==> src/rtl/ex_sorter_pkg.sv <==
// Shared mode-bit encodings for the four-element val/rdy sorter.
package ex_sorter_pkg;
   localparam logic ORDER_ASC    = 1'b0;
   localparam logic ORDER_DESC   = 1'b1;
   localparam logic CMP_UNSIGNED = 1'b0;
   localparam logic CMP_SIGNED   = 1'b1;
endpackage

==> src/rtl/ex_sorter_cmp_swap.sv <==
// Compare-and-swap cell: emits the pair (a, b) in the requested order.
module ex_sorter_cmp_swap
   import ex_sorter_pkg::*;
#(
   parameter int p_nbits = 8
) (
   input  logic [p_nbits-1:0] a,
   input  logic [p_nbits-1:0] b,
   input  logic               desc,
   input  logic               sgn,
   output logic [p_nbits-1:0] lo_first,
   output logic [p_nbits-1:0] hi_first
);
   logic               w_gt;
   logic               w_lt;
   logic               w_swap;
   logic [p_nbits-1:0] w_xpoison;

   assign w_gt   = (sgn == CMP_SIGNED) ? ($signed(a) > $signed(b)) : (a > b);
   assign w_lt   = (sgn == CMP_SIGNED) ? ($signed(a) < $signed(b)) : (a < b);
   assign w_swap = (desc == ORDER_DESC) ? w_lt : w_gt;

   // An unknown compare result poisons both outputs in simulation; it folds to zero in hardware.
   assign w_xpoison = {p_nbits{w_swap ^ w_swap}};

   assign lo_first = (w_swap ? b : a) ^ w_xpoison;
   assign hi_first = (w_swap ? a : b) ^ w_xpoison;
endmodule

==> src/rtl/ex_sorter_sorter_valrdy.sv <==
// Three-stage pipelined 4-element sorter with val/rdy handshakes and per-transaction mode.
module ex_sorter_sorter_valrdy
   import ex_sorter_pkg::*;
#(
   parameter int p_nbits = 8
) (
   input  logic               clk,
   input  logic               reset,
   input  logic               in_val,
   output logic               in_rdy,
   input  logic               in_desc,
   input  logic               in_sgn,
   input  logic [p_nbits-1:0] in0,
   input  logic [p_nbits-1:0] in1,
   input  logic [p_nbits-1:0] in2,
   input  logic [p_nbits-1:0] in3,
   output logic               out_val,
   input  logic               out_rdy,
   output logic [p_nbits-1:0] out0,
   output logic [p_nbits-1:0] out1,
   output logic [p_nbits-1:0] out2,
   output logic [p_nbits-1:0] out3
);
   typedef struct packed {
      logic                    desc;
      logic                    sgn;
      logic [3:0][p_nbits-1:0] elm;
   } stage_t;

   logic [3:1]              r_vld;
   stage_t                  r_s1, r_s2, r_s3;
   stage_t                  w_n2, w_n3;
   logic [3:0][p_nbits-1:0] w_c1, w_c2;
   logic [p_nbits-1:0]      w_c3_lo, w_c3_hi;
   logic                    w_go1, w_go2, w_go3;

   // Ready ripples back from the consumer; an empty stage can always accept.
   assign w_go3  = out_rdy || !r_vld[3];
   assign w_go2  = w_go3 || !r_vld[2];
   assign w_go1  = w_go2 || !r_vld[1];
   assign in_rdy = w_go1 && !reset;

   for (genvar i = 0; i < 2; i++) begin : g_s1
      ex_sorter_cmp_swap #(.p_nbits(p_nbits)) u_cas (
         .a(r_s1.elm[2*i]), .b(r_s1.elm[2*i+1]), .desc(r_s1.desc), .sgn(r_s1.sgn),
         .lo_first(w_c1[2*i]), .hi_first(w_c1[2*i+1])
      );
   end

   for (genvar i = 0; i < 2; i++) begin : g_s2
      ex_sorter_cmp_swap #(.p_nbits(p_nbits)) u_cas (
         .a(r_s2.elm[i]), .b(r_s2.elm[i+2]), .desc(r_s2.desc), .sgn(r_s2.sgn),
         .lo_first(w_c2[i]), .hi_first(w_c2[i+2])
      );
   end

   ex_sorter_cmp_swap #(.p_nbits(p_nbits)) u_cas_s3 (
      .a(r_s3.elm[1]), .b(r_s3.elm[2]), .desc(r_s3.desc), .sgn(r_s3.sgn),
      .lo_first(w_c3_lo), .hi_first(w_c3_hi)
   );

   assign w_n2 = '{desc: r_s1.desc, sgn: r_s1.sgn, elm: w_c1};
   assign w_n3 = '{desc: r_s2.desc, sgn: r_s2.sgn, elm: w_c2};

   always_ff @(posedge clk) begin
      if (reset) begin
         r_vld <= '0;
      end else begin
         if (w_go1) r_vld[1] <= in_val;
         if (w_go2) r_vld[2] <= r_vld[1];
         if (w_go3) r_vld[3] <= r_vld[2];
      end
   end

   // Payload registers are don't-care while their valid is low, so they carry no reset.
   always_ff @(posedge clk) begin
      if (w_go1) begin
         r_s1.desc <= in_desc;
         r_s1.sgn  <= in_sgn;
         r_s1.elm  <= {in3, in2, in1, in0};
      end
      if (w_go2) r_s2 <= w_n2;
      if (w_go3) r_s3 <= w_n3;
   end

   assign out_val = r_vld[3];
   assign out0    = r_s3.elm[0];
   assign out1    = w_c3_lo;
   assign out2    = w_c3_hi;
   assign out3    = r_s3.elm[3];

   a_ctl_known: assert property (@(posedge clk) disable iff (reset)
      !$isunknown({in_val, in_rdy, out_val, out_rdy, r_vld}));
endmodule

==> config.mk <==
export PLATFORM = sky130hd
export DESIGN_NAME = ex_sorter_sorter_valrdy
export DESIGN_NICKNAME = d
export VERILOG_FILES = /design/src/rtl/ex_sorter_pkg.sv /design/src/rtl/ex_sorter_cmp_swap.sv /design/src/rtl/ex_sorter_sorter_valrdy.sv
export SDC_FILE = /design/constraint.sdc
export NUM_CORES = 1
export LEC_CHECK = 0
export ABC_AREA = 1
export CORE_ASPECT_RATIO = 1.75
export CORE_MARGIN = 2
export CORE_UTILIZATION = 40
export DETAILED_ROUTE_END_ITERATION = 10
export GPL_TIMING_DRIVEN = 0
export HOLD_SLACK_MARGIN = 0.06
export PLACE_DENSITY = 0.73
export REMOVE_ABC_BUFFERS = 1
export SYNTH_ARGS = -nofsm -noshare
export SYNTH_HDL_FRONTEND = slang
export SYNTH_HIERARCHICAL = 1
export SYNTH_SLANG_ARGS = --single-unit
==> constraint.sdc <==
create_clock -name clk -period 2.04 [get_ports clk]
set_input_delay 0.408 -clock clk [delete_from_list [all_inputs] [get_ports clk]]
set_output_delay 0.408 -clock clk [all_outputs]
set_load 0.1 [all_outputs]
==> flow_metrics.tcl, run 1 <==
set metrics [dict create \
    grt_start_max_net_pins 36 \
    hpwl_um 9194 \
    htree_levels 3 \
    vias 5390 \
    routedWlPerCell_um 18.00 \
    antennaDiodeCount 0 \
    fin_nets 846 \
    grt_pass1_vias 4762 \
    routabilityCongestion 0.8459 \
    drc 0 \
    setup-tns-final_ps -12320 \
    worstSetupStartpointType "register" \
    yosysWarnings 6 \
    syn_avg_cell_area_um2 9.892 \
    slew_headroom_pct 35.32 \
    io_buffers 71 \
    mostFrequentLayoutCell "edfxtp_1" \
    drive_gt1_share_pct 40.75 \
    synth_area_um2 6311 \
    io_pins 72 \
    coreArea_um2 15390 \
    violations "negative setup slack" \
    crit_buf_inv 1 \
    power.density_nw_per_um2 1621 \
    hold_viol_final 0 \
    total_leakage_power_nw 4.104 \
    layout_common_cells "edfxtp_1 (102), nand3_1 (99), nand2_1 (87), inv_1 (72), buf_4 (62)" \
    path_max_fanout 8 \
    fmax_mhz 359.7 \
    outcome "finished with violations" \
    clkTransAtPathRegs_ps 70 \
    syn_to_final_growth_pct 45.30 \
    grt_pass1_wl_um 22050 \
    initial_core_util_pct 41.01 \
    clockRootBuffer "clkbuf_16" \
    slowest_delay_ps 490 \
    worstPathArrival_ps 2370 \
    drt_iter0_markers 358 \
    synth-seq-area-share_pct 49.48 \
    cts.sinks 105 \
    finClkSkew_ps 12.14 \
    crit_path_top_delay_cell "edfxtp_1" \
    cts_hold_buf 0 \
    antenna_left 0 \
    grt_use_total_pct 16.62 \
    die_w_um 98.95 \
    first_pass_iters 5 \
    fin_crit_ps 2780 \
    worstSkewPairLatency_ps 360 \
    ir_drop_v 0.001266 \
    fp.dieArea_um2 16840 \
    ys_seq_elements 105 \
    ys_types 23 \
    period_share_pct 136.3 \
    setup_viol 41 \
    min_path_type "register to register" \
    cts_tree "done" \
    clock_path_buffers 2 \
    fin_ws_ps -740.2 \
    die_height_um 170.2 \
    drv_cap 0 \
    dpl-instance-area_um2 6924 \
    worstSetupPathType "register to primary output" \
    cts_buffers 9 \
    syn-instance-count 638 \
    setup.worst_path.end_class "primary output" \
    drv_slew 0 \
    worst_path_dominant_cell_family "simple AND/OR/NAND/NOR gates" \
    avgViaCountPerCell 5.620 \
    path_cells "ha_4 -> a21oi_1 -> nand2_2 -> nand2_4 -> nand3_4 -> nand2_8 -> nand2_8 -> nand3_2 -> nand2_2 -> buf_12" \
    gr-total-overflow 0 \
    finalInstanceArea_um2 9170 \
    rsz0062_at_grt "true" \
    num_rows 60 \
    worst_pin_slew_ps 974.1 \
    antenna_found_initial 0 \
    cp.required_ps 1630 \
    drt-total-wl_um 17260 \
]
==> per-layer routing <==
metal  part of all wire [%]  up-vias  track usage (%)
met3                    4.1       96            2.587
met4                    7.6        0            9.649
met2                     57      260            33.90
li1                       -     2468                -
met5                      0        -                0
met1                     31     2566            14.63
==> stage by stage <==
| step | setup slack (ps) | hold WS, ps | std cells | power, mW | utilization, % |
|---|---|---|---|---|---|
| floorplan | -897.2 | 435.9 | 602 | 8.520 | - |
| global placement | -1391 | 447.2 | 859 | 9.941 | 44.99 |
| detailed placement | -1441 | 467.7 | 859 | 10.03 | 44.99 |
| CTS | -686.2 | 496.1 | 904 | 13.66 | 52.48 |
| global route | -804.0 | 505.0 | 959 | 15.43 | 59.59 |
| finish | -740.2 | 491.1 | 959 | 14.86 | 59.59 |
==> logic make-up after synthesis <==
family | Yosys count | share of synthesized area (%)
AOI/OAI and AO/OA | 22 | 2.082
buffers and inverters | 120 | 10.23
DFF | 105 | 49.48
adders and majority gates | 40 | 7.930
and+or+nand+nor | 351 | 30.27
==> flip-flops by register name, summed over array words and instances (netlist names) <==
| register | cells |
|---|---|
| r_s1 | 34 |
| r_s2 | 34 |
| r_s3 | 18 |
| out0 | 8 |
| out3 | 8 |
| r_vld | 3 |
==> report_power, final <==
| group | switching, mW | internal, mW |
|---|---|---|
| combinational | 6.59 | 3.25 |
| sequential | 0.353 | 2.90 |
| clock | 0.794 | 0.971 |
| total | 7.74 | 7.12 |
==> path summary, 6_finish.rpt <==
check	start	to	slack (ps)	cells past startpoint
worst max-delay path	r_s3[11]$_DFFE_PP_	out2[0]	-740	10
worst min-delay path	r_s2[32]$_DFFE_PP_	r_s3[32]$_DFFE_PP_	490	0
worst max register to register	r_s2[5]$_DFFE_PP_	r_s3[18]$_DFFE_PP_	-70	9
worst min register to register	r_s2[32]$_DFFE_PP_	r_s3[32]$_DFFE_PP_	490	0
==> cell type report <==
| class | count | area, um^2 |
|---|---|---|
| Multi-Input combinational cell | 432 | 3836 |
| Inverter | 84 | 315.3 |
| Clock buffer | 10 | 229.0 |
| Tap cell | 186 | 232.7 |
| Clock inverter | 6 | 76.32 |
| Timing Repair Buffer | 136 | 1358 |
| Fill cell | 1099 | 6220 |
| Sequential cell | 105 | 3123 |
==> cell usage after synthesis <==
library cell / instances / area, um^2
nand3_4: 1 / 17.52
ha_1: 40 / 500.5
nand4_1: 1 / 6.260
a31oi_1: 4 / 25.02
nand3_1: 144 / 720.7
nand4_2: 1 / 12.51
nand2_2: 17 / 106.4
edfxtp_1: 102 / 3063
dfxtp_1: 3 / 60.06
buf_6: 16 / 180.2
inv_2: 1 / 3.750
nor2_1: 5 / 18.77
nand2_4: 8 / 90.09
nand3_2: 33 / 330.3
inv_1: 83 / 311.6
nor2_2: 10 / 62.56
nand2_1: 125 / 469.2
nor2_4: 5 / 56.30
nand3b_4: 1 / 20.02
a21oi_1: 12 / 60.06
a21o_1: 5 / 37.54
a21oi_2: 1 / 8.760
buf_4: 20 / 150.1
==> worst reg2reg max path, cell delays in order, from the launching register on <==
cell and delay, ps:
edfxtp_1 510, ha_4 330, nand2_1 100, nor2_4 150, nand2_4 90, nand3_4 140, buf_12 150, nand3_4 150
nand3_1 180, nand2_1 70
==> repair_timing <==
item	in CTS	in global routing
resized for setup	250	121
pin swaps	25	51
cloned	12	7
setup endpoints to repair	130	81
setup buffers	17	48
Power figures use the tool's default switching activity.
==> run 2, diff against run 1 <==
- CORE_MARGIN: 2 -> not set
==> run 2 against run 1 <==
Compared with the run above: highest routed layer unchanged; sequential share of layout area fell by 0.47 points; non-clock buffer count rose by 6; critical endpoint is now out2[2]; flip-flop and latch count did not move; largest cell class unchanged; the flow still finishes with violations (negative setup slack).
==> flow_metrics.tcl, run 2 (synthesized netlist as in run 1, its figures left out) <==
set metrics [dict create \
    fin_ws_ps -744.1 \
    setup_viol 35 \
    first_pass_iters 5 \
    drt-total-wl_um 16800 \
    cts_buffers 9 \
    cts_tree "done" \
    hold_depth 0 \
    r2r_start "r_s2[6]$_DFFE_PP_" \
    drv_cap 0 \
    drive_gt1_share_pct 44.14 \
    gr-total-overflow 0 \
    coreArea_um2 15390 \
    ir_drop_v 0.001125 \
    power.density_nw_per_um2 1595 \
    clock_path_buffers 2 \
    fp.dieArea_um2 16300 \
    num_rows 60 \
    worstSkewPairLatency_ps 350 \
    path_max_fanout 8 \
    mostFrequentLayoutCell "edfxtp_1" \
    io_pins 72 \
    grt_pass1_vias 4987 \
    min_path_type "register to register" \
    hold_path.startpoint "r_s1[32]$_DFFE_PP_" \
    die_w_um 96.95 \
    dpl-instance-area_um2 6924 \
    fin_nets 850 \
    worst_pin_slew_ps 973.1 \
    htree_levels 3 \
    avgViaCountPerCell 5.583 \
    total_leakage_power_nw 4.144 \
    slew_headroom_pct 35.39 \
    io_buffers 71 \
    period_share_pct 136.5 \
    worstSetupPathType "register to primary output" \
    cp.required_ps 1630 \
    rsz0062_at_grt "true" \
    worstSetupStartpointType "register" \
    top_regs "r_s1 (34), r_s2 (34), r_s3 (18)" \
    outcome "finished with violations" \
    grt_pass1_wl_um 22960 \
    setup.worst_path.end_class "primary output" \
    grt_use_total_pct 17.82 \
    drv_slew 0 \
    cts.sinks 105 \
    antenna_found_initial 0 \
    worstPathArrival_ps 2380 \
    drt_iter0_markers 323 \
    drc 0 \
    antenna_left 0 \
    fin_crit_ps 2784 \
    vias 5376 \
    clockRootBuffer "clkbuf_16" \
    routedWlPerCell_um 17.45 \
    die_height_um 168.2 \
    fmax_mhz 359.2 \
    clkTransAtPathRegs_ps 70 \
    r2r_end "out0[4]$_DFFE_PP_" \
    grt_start_max_net_pins 36 \
    routabilityCongestion 0.8579 \
    pre_cts_ws_ps -1429 \
    finalInstanceArea_um2 9299 \
    finClkSkew_ps 13.22 \
    hold_viol_final 0 \
    cts_hold_buf 0 \
    layout_common_cells "edfxtp_1 (102), nand2_1 (88), nand3_2 (80), nand3_1 (79), inv_1 (70)" \
    hold-path-endpoint "r_s2[32]$_DFFE_PP_" \
    antennaDiodeCount 0 \
    initial_core_util_pct 41.01 \
    hpwl_um 9040 \
    rrSetupSlack_ps -80 \
    syn_to_final_growth_pct 47.34 \
    violations "negative setup slack" \
    r2r.worst_path.cells 7 \
]
run 2: cell type report:
| class | count | area, um^2 |
|---|---|---|
| clock buffers | 11 | 242.7 |
| clock inverters | 5 | 63.81 |
| multi-input cells | 430 | 3919 |
| well taps | 186 | 232.7 |
| flip-flops and latches | 105 | 3123 |
| inverters | 84 | 315.3 |
| fillers | 1077 | 6091 |
| repair buffers | 142 | 1403 |
run 2: metrics by stage:
stage                     cells  setup TNS, ps  hold WS (ps)  total power, mW  util, %
after global routing        963         -17630         525.1            15.38    60.42
after floorplan             602         -56310         435.9            8.520        -
after global placement      859         -61800         445.5            9.935    44.99
final                       963         -11860         503.1            14.83    60.42
after CTS                   905         -10660         486.7            13.68    52.55
after detailed placement    859         -67670         458.1            10.03    44.99
run 2: what timing repair did:
| action | 4_1_cts | 5_1_grt |
|---|---|---|
| pin swaps | 31 | 71 |
| gates resized for setup | 249 | 141 |
| cloned | 11 | 6 |
| setup endpoints to repair | 131 | 81 |
| buffers inserted | 19 | 52 |
run 2: worst max-delay path by stage:
stage,start,end,slack (ps),depth (start not counted)
final,r_s3[15]$_DFFE_PP_,out2[2],-740,11
after floorplan,r_vld[3]$_SDFFE_PP0P_,in_rdy,-900,3
after detailed placement,out_rdy,in_rdy,-1430,6
after global placement,out_rdy,in_rdy,-1390,6
after global routing,r_s3[11]$_DFFE_PP_,out2[6],-870,13
after CTS,r_s3[11]$_DFFE_PP_,out2[6],-690,13
run 2: power breakdown:
group | leakage (nW) | total (mW) | switching [mW] | internal (mW)
logic | 2.89 | 9.82 | 6.58 | 3.24
registers | 1.11 | 3.26 | 0.359 | 2.90
clock network | 0.146 | 1.75 | 0.753 | 0.994
run 2: per-layer routing:
metal / part of all wire (%) / up-vias / global-route usage, %
met5: 0 / - / 0
met4: 6.8 / 0 / 13.63
met3: 4.4 / 77 / 2.574
met2: 57 / 240 / 35.24
met1: 32 / 2575 / 15.69
li1: - / 2484 / -
run 2: worst max-delay path, stage by stage (launching register included):
cell and delay (ps):
edfxtp_1 460, ha_4 330, nand2_4 60, nor2_4 170, nand2_2 110, nand2_2 90
nand2_4 100, buf_12 150, nand3_4 150, nand3_2 110, nand2_2 100, buf_12 180
